==> src/rtl/uart_pkg.sv <==
// Shared definitions for the UART receive path: controller state encoding and timing defaults.
package uart_pkg;

  typedef enum logic [1:0] {
    S_OFF  = 2'd0,
    S_WAIT = 2'd1,
    S_PKT  = 2'd2
  } rx_state_e;

  localparam int unsigned CLOCKS_PER_BIT = 868;
  // Ten bit times of silence close a packet.
  localparam int unsigned IDLE_TIMEOUT_CLKS_DEFAULT = 10 * CLOCKS_PER_BIT;

endpackage

==> src/rtl/uart_rx_fifo.sv <==
// Byte FIFO with first-word fall-through read port; pointers carry a wrap bit so full and
// empty are distinguished without a separate counter.
module uart_rx_fifo #(
  parameter int unsigned DEPTH  = 16,
  parameter int unsigned ADDR_W = 4
) (
  input  logic              clk,
  input  logic              reset,
  input  logic              flush,
  input  logic              wr_en,
  input  logic [7:0]        wr_data,
  input  logic              rd_ready,
  output logic              rd_valid,
  output logic [7:0]        rd_data,
  output logic              full,
  output logic [ADDR_W:0]   count
);

  logic [7:0]      mem [DEPTH];
  logic [ADDR_W:0] wr_ptr_q, rd_ptr_q;
  logic            empty;
  logic            rd_en;
  logic            wr_do;

  assign empty    = (wr_ptr_q == rd_ptr_q);
  assign full     = (wr_ptr_q[ADDR_W] != rd_ptr_q[ADDR_W]) &&
                    (wr_ptr_q[ADDR_W-1:0] == rd_ptr_q[ADDR_W-1:0]);
  assign count    = wr_ptr_q - rd_ptr_q;
  assign rd_valid = !empty;
  assign rd_en    = rd_ready && !empty && !flush;
  assign wr_do    = wr_en && !flush;
  // Head byte is forced to zero while empty so the port idles at a defined value.
  assign rd_data  = empty ? 8'h00 : mem[rd_ptr_q[ADDR_W-1:0]];

  always_ff @(posedge clk) begin
    if (wr_do) begin
      mem[wr_ptr_q[ADDR_W-1:0]] <= wr_data;
    end
  end

  always_ff @(posedge clk or negedge reset) begin
    if (!reset) begin
      wr_ptr_q <= '0;
      rd_ptr_q <= '0;
    end else if (flush) begin
      wr_ptr_q <= '0;
      rd_ptr_q <= '0;
    end else begin
      if (wr_do) wr_ptr_q <= wr_ptr_q + 1'b1;
      if (rd_en) rd_ptr_q <= rd_ptr_q + 1'b1;
    end
  end

endmodule

==> src/rtl/uart_rx_ctrl.sv <==
// Receive-side controller: gates the receiver, buffers good bytes, counts framing errors and
// closes packets after a period of line idle.
module uart_rx_ctrl
  import uart_pkg::*;
#(
  parameter int unsigned DEPTH             = 16,
  parameter int unsigned ADDR_W            = 4,
  parameter int unsigned IDLE_TIMEOUT_CLKS = IDLE_TIMEOUT_CLKS_DEFAULT,
  parameter int unsigned TIMER_W           = 14
) (
  input  logic              clk,
  input  logic              reset,
  input  logic              en,
  input  logic              flush,
  input  logic              clr_status,
  output logic              rx_en,
  input  logic              rx_valid,
  input  logic [7:0]        rx_data,
  input  logic              rx_frame_err,
  output logic              rd_valid,
  output logic [7:0]        rd_data,
  input  logic              rd_ready,
  output logic [ADDR_W:0]   fifo_count,
  output logic              overflow,
  output logic [7:0]        err_count,
  output logic              pkt_end,
  output logic              busy
);

  rx_state_e          state_q, state_d;
  logic [TIMER_W-1:0] timer_q, timer_d;
  logic               pkt_end_q, pkt_end_d;
  logic               rx_en_q;
  logic               overflow_q, overflow_d;
  logic [7:0]         err_q, err_d, err_base;

  logic wr_req, err_evt, activity, fifo_full, fifo_wr, drop, timeout;

  // A framing error in the same cycle as rx_valid disqualifies the byte.
  assign wr_req   = rx_en_q && rx_valid && !rx_frame_err;
  assign err_evt  = rx_en_q && rx_frame_err;
  assign activity = rx_en_q && (rx_valid || rx_frame_err);
  // When full, a same-cycle read frees the head slot so the new byte still fits.
  assign fifo_wr  = wr_req && (!fifo_full || rd_ready);
  assign drop     = wr_req && fifo_full && !rd_ready && !flush;
  assign timeout  = (timer_q == TIMER_W'(IDLE_TIMEOUT_CLKS - 1));

  uart_rx_fifo #(
    .DEPTH  (DEPTH),
    .ADDR_W (ADDR_W)
  ) u_fifo (
    .clk      (clk),
    .reset    (reset),
    .flush    (flush),
    .wr_en    (fifo_wr),
    .wr_data  (rx_data),
    .rd_ready (rd_ready),
    .rd_valid (rd_valid),
    .rd_data  (rd_data),
    .full     (fifo_full),
    .count    (fifo_count)
  );

  always_ff @(posedge clk or negedge reset) begin
    if (!reset) begin
      state_q   <= S_OFF;
      timer_q   <= '0;
      pkt_end_q <= 1'b0;
    end else begin
      state_q   <= state_d;
      timer_q   <= timer_d;
      pkt_end_q <= pkt_end_d;
    end
  end

  always_comb begin
    state_d   = state_q;
    timer_d   = '0;
    pkt_end_d = 1'b0;
    if (!en) begin
      state_d = S_OFF;
    end else begin
      unique case (state_q)
        S_OFF:  state_d = S_WAIT;
        S_WAIT: if (wr_req && !flush) state_d = S_PKT;
        S_PKT: begin
          if (flush) begin
            state_d = S_WAIT;
          end else if (activity) begin
            timer_d = '0;
          end else if (timeout) begin
            state_d   = S_WAIT;
            pkt_end_d = 1'b1;
          end else begin
            timer_d = timer_q + 1'b1;
          end
        end
        default: state_d = S_OFF;
      endcase
    end
  end

  always_comb begin
    busy    = (state_q == S_PKT);
    pkt_end = pkt_end_q;
  end

  always_comb begin
    overflow_d = clr_status ? 1'b0 : overflow_q;
    if (drop) overflow_d = 1'b1;
    err_base = clr_status ? 8'h00 : err_q;
    err_d    = (err_evt && err_base != 8'hFF) ? err_base + 8'd1 : err_base;
  end

  always_ff @(posedge clk or negedge reset) begin
    if (!reset) begin
      rx_en_q    <= 1'b0;
      overflow_q <= 1'b0;
      err_q      <= 8'h00;
    end else begin
      rx_en_q    <= en;
      overflow_q <= overflow_d;
      err_q      <= err_d;
    end
  end

  assign rx_en     = rx_en_q;
  assign overflow  = overflow_q;
  assign err_count = err_q;

endmodule
==> config.mk <==
export PLATFORM = sky130hd
export DESIGN_NAME = uart_rx_ctrl
export DESIGN_NICKNAME = d
export VERILOG_FILES = /design/src/rtl/uart_pkg.sv /design/src/rtl/uart_rx_fifo.sv /design/src/rtl/uart_rx_ctrl.sv
export SDC_FILE = /design/constraint.sdc
export NUM_CORES = 1
export LEC_CHECK = 0
export BUFFER_PORTS_ARGS = -buffer_cell sky130_fd_sc_hd__clkbuf_2
export CAP_MARGIN = 15
export CORE_ASPECT_RATIO = 0.5
export CORE_MARGIN = 2
export CORE_UTILIZATION = 55
export CTS_CLUSTER_DIAMETER = 30
export CTS_CLUSTER_SIZE = 20
export DETAILED_ROUTE_END_ITERATION = 8
export GPL_TIMING_DRIVEN = 0
export PLACE_DENSITY_LB_ADDON = 0.05
export SYNTH_ARGS = -nofsm -noshare
export SYNTH_HDL_FRONTEND = slang
export SYNTH_SLANG_ARGS = --single-unit
==> constraint.sdc <==
create_clock -name clk -period 2.8 [get_ports clk]
set_clock_uncertainty 0.1 [all_clocks]
set_input_delay 0.14 -clock clk [delete_from_list [all_inputs] [get_ports clk]]
set_output_delay 0.14 -clock clk [all_outputs]
set_load 0.01 [all_outputs]
==> out/metrics.yaml <==
run_status:
  status: "finished clean"
place:
  portBuffers: 40
  pre_cts_slack_ns: -0.739
  gp_congestion: 0.812
  hpwl_um: 9380
  dp_cells: 655
  place_area_um2: 7560
routing:
  vias_per_cell: 5.80
  antenna_left: 0
  routed_wl_um: 14600
  drc: 0
  dr.pass1.iters: 4
  highest_layer: "met4"
  wl_met1_um: 6960
  met2_length_um: 6530
  wl_per_cell_um: 20.8
  routed-wl-met3_um: 943
  drtIter0Drc: 295
  vias: 4080
cts:
  tritoncts: "yes"
  ctsLongestPathBuffers: 2
  clk_pin_slew_ns: 0.08
  cts_made_buffers: 17
  clock-sinks: 165
  clockRootBuffer: "clkbuf_16"
  clk_latency_ns: 0.43
  cts_htree_levels: 4
sta:
  setup_tns_ns: 0
  layout_setup_ws_ns: 0.00971
  worst_pin_slew_ns: 0.914
  clock.fmax_mhz: 358
  min_period_ns: 2.79
  setup_violations: 0
  period_share: 0.997
  slew_violations: 0
  holdWs_ns: 0.0135
  rsz0062_at_grt: "yes"
  relSlewSlack: 0.391
  hold_viol: 0
yosys:
  ys_types: 52
  synth-seq-cells: 165
  synth.top_cell.area_share: 0.539
  netlist_instances: 444
  synth_edf_count: 128
  yosysSeqAreaShare: 0.669
  synthFlopType: "edfxtp_1"
  ys_warn_count: 0
  synth_nets: 472
  synth_area_leaders: "edfxtp_1 (54%), dfrtp_1 (13%), mux4_2 (7.3%)"
  async_flop_share: 0.224
  synth_top_area_cell: "edfxtp_1"
  synth.most_common_cell: "edfxtp_1"
  avgSynthCellArea_um2: 16.0
  synth_area_um2: 7130
  yosys-top-cells-count: "edfxtp_1 (128), dfrtp_1 (37), nor2_1 (37)"
global_routing:
  grt_pass1_vias: 4083
  grt_use_total: 0.229
  grt_pass1_wl_um: 22800
  gr-total-overflow: 0
  grt_start_max_net_pins: 38
  grt_antenna_before_repair: 0
worst_setup_path:
  end_kind: "register"
  required_ns: 2.76
  worstRegToRegCells: 8
  arrival_ns: 2.75
  worst-setup-path-type: "register to register"
  crit_fanout: 10
  startpoint_type: "register"
die:
  die_area_um2: 13900
  ios: 42
  rows: 29
  fp.dieH_um: 84.5
  core_um2: 12700
  die_x_um: 165
  initial_utilization: 0.563
layout:
  syn_to_final_growth_pct: 19.2
  diodes: 0
  stdcell_area_um2: 8490
  postLayoutCoreUtil: 0.671
  drive_above_1_share: 0.296
  fin_cells: 704
  fin_nets: 549
worst_hold_path:
  hold_class: "primary input to register"
  min_path_cells: 1
power:
  leakage_nw: 3.03
  total_power_mw: 5.34
  peakVddDrop_v: 0.000396
  power.density_nw_per_um2: 629
run:
  max-cap-violations: 0
-- registers in the layout, indices dropped and copies added, names as in the netlist --
signal / count
rx_en: 1
u_fifo.rd_ptr_q: 5
pkt_end: 1
u_fifo.mem: 128
overflow: 1
err_count: 8
timer_q: 14
u_fifo.wr_ptr_q: 5
state_q: 2
-- cells by family (layout without fill, tap and decap cells) --
| logic type | Yosys count | count (layout) | synth area share |
|---|---|---|---|
| buffers and inverters | 32 | 122 | 0.0228 |
| AOI/OAI and AO/OA | 49 | 49 | 0.0407 |
| and+or+nand+nor | 114 | 114 | 0.0843 |
| muxes | 52 | 52 | 0.136 |
| DFF | 165 | 165 | 0.669 |
| xor gates and xnor gates | 20 | 20 | 0.0246 |
| adders and majority gates | 12 | 12 | 0.0221 |
-- final timing paths --
| check | from | end | slack (ns) |
|---|---|---|---|
| worst max-delay path | u_fifo.rd_ptr_q[3] | u_fifo.mem[15][7] | 0.01 |
| worst min-delay path | rx_data[2] | u_fifo.mem[5][2] | 0.01 |
| worst max register to register | u_fifo.rd_ptr_q[3] | u_fifo.mem[15][7] | 0.01 |
| worst min register to register | timer_q[0] | timer_q[0] | 0.39 |
| max in group asynchronous | reset | u_fifo.rd_ptr_q[1] | 1.70 |
| min in group asynchronous | reset | err_count[7] | 0.27 |
-- layer usage --
metal / global-route usage / up-vias
li1: - / 1890
met1: 0.348 / 2034
met2: 0.335 / 137
met3: 0.0464 / 19
met4: 0.0791 / 0
met5: 0 / -
-- cells in the final DEF, fill, tap and decap left out, types with 3 or more instances in the layout --
master and instances:
clkbuf_2 40, xor2_1 8, mux2_2 12, mux4_2 23, nand4_1 9, dfrtp_1 36
nor2_2 9, mux2i_1 8, o21ai_0 14, nand2_1 16, mux4_1 9, nor2_1 25
buf_2 3, nand2b_1 3, inv_6 4, nor2_4 3, nor3_4 4, nand3_1 11
dlygate4sd3_1 5, ha_1 11, buf_12 7, edfxtp_1 128, xnor2_1 12, clkbuf_16 17
a21oi_1 17, inv_8 5, buf_6 3, nor2b_1 7, buf_4 9, nor3_1 7
clkinvlp_4 3, a21o_1 3, inv_1 14
-- final cells by class --
cell class | count | area (um2)
flip-flops and latches | 165 | 4770
fillers | 885 | 4170
multi-input cells | 247 | 2290
repair buffers | 59 | 432
clock buffers | 17 | 425
well taps | 170 | 213
clock inverters | 15 | 163
plain buffers | 16 | 135
inverters | 15 | 63.8
-- report_power, final --
part / internal (mW) / switching, mW / total (mW) / leakage, nW
clock: 1.27 / 1.06 / 2.33 / 0.281
combinational: 0.155 / 0.195 / 0.350 / 1.09
sequential: 2.65 / 0.00939 / 2.66 / 1.66
total: 4.07 / 1.27 / 5.34 / 3.03
-- repair_timing --
action | 4_1_cts | 5_1_grt
resized for setup | 32 | 9
hold buffers | 5 | 0
endpoints found under the hold margin | 50 | 0
pin swaps | 0 | 5
endpoints found under the setup margin | 140 | 133
setup buffers | 5 | 8
-- critical path, stage by stage, from the launching register on --
cell	delay, ns
dfrtp_1	0.37
buf_6	0.13
buf_8	0.15
inv_8	0.11
ha_1	0.29
nand4_1	0.17
o31a_1	0.28
nand2_1	0.26
nor2_2	0.56
Power figures use the tool's default switching activity.
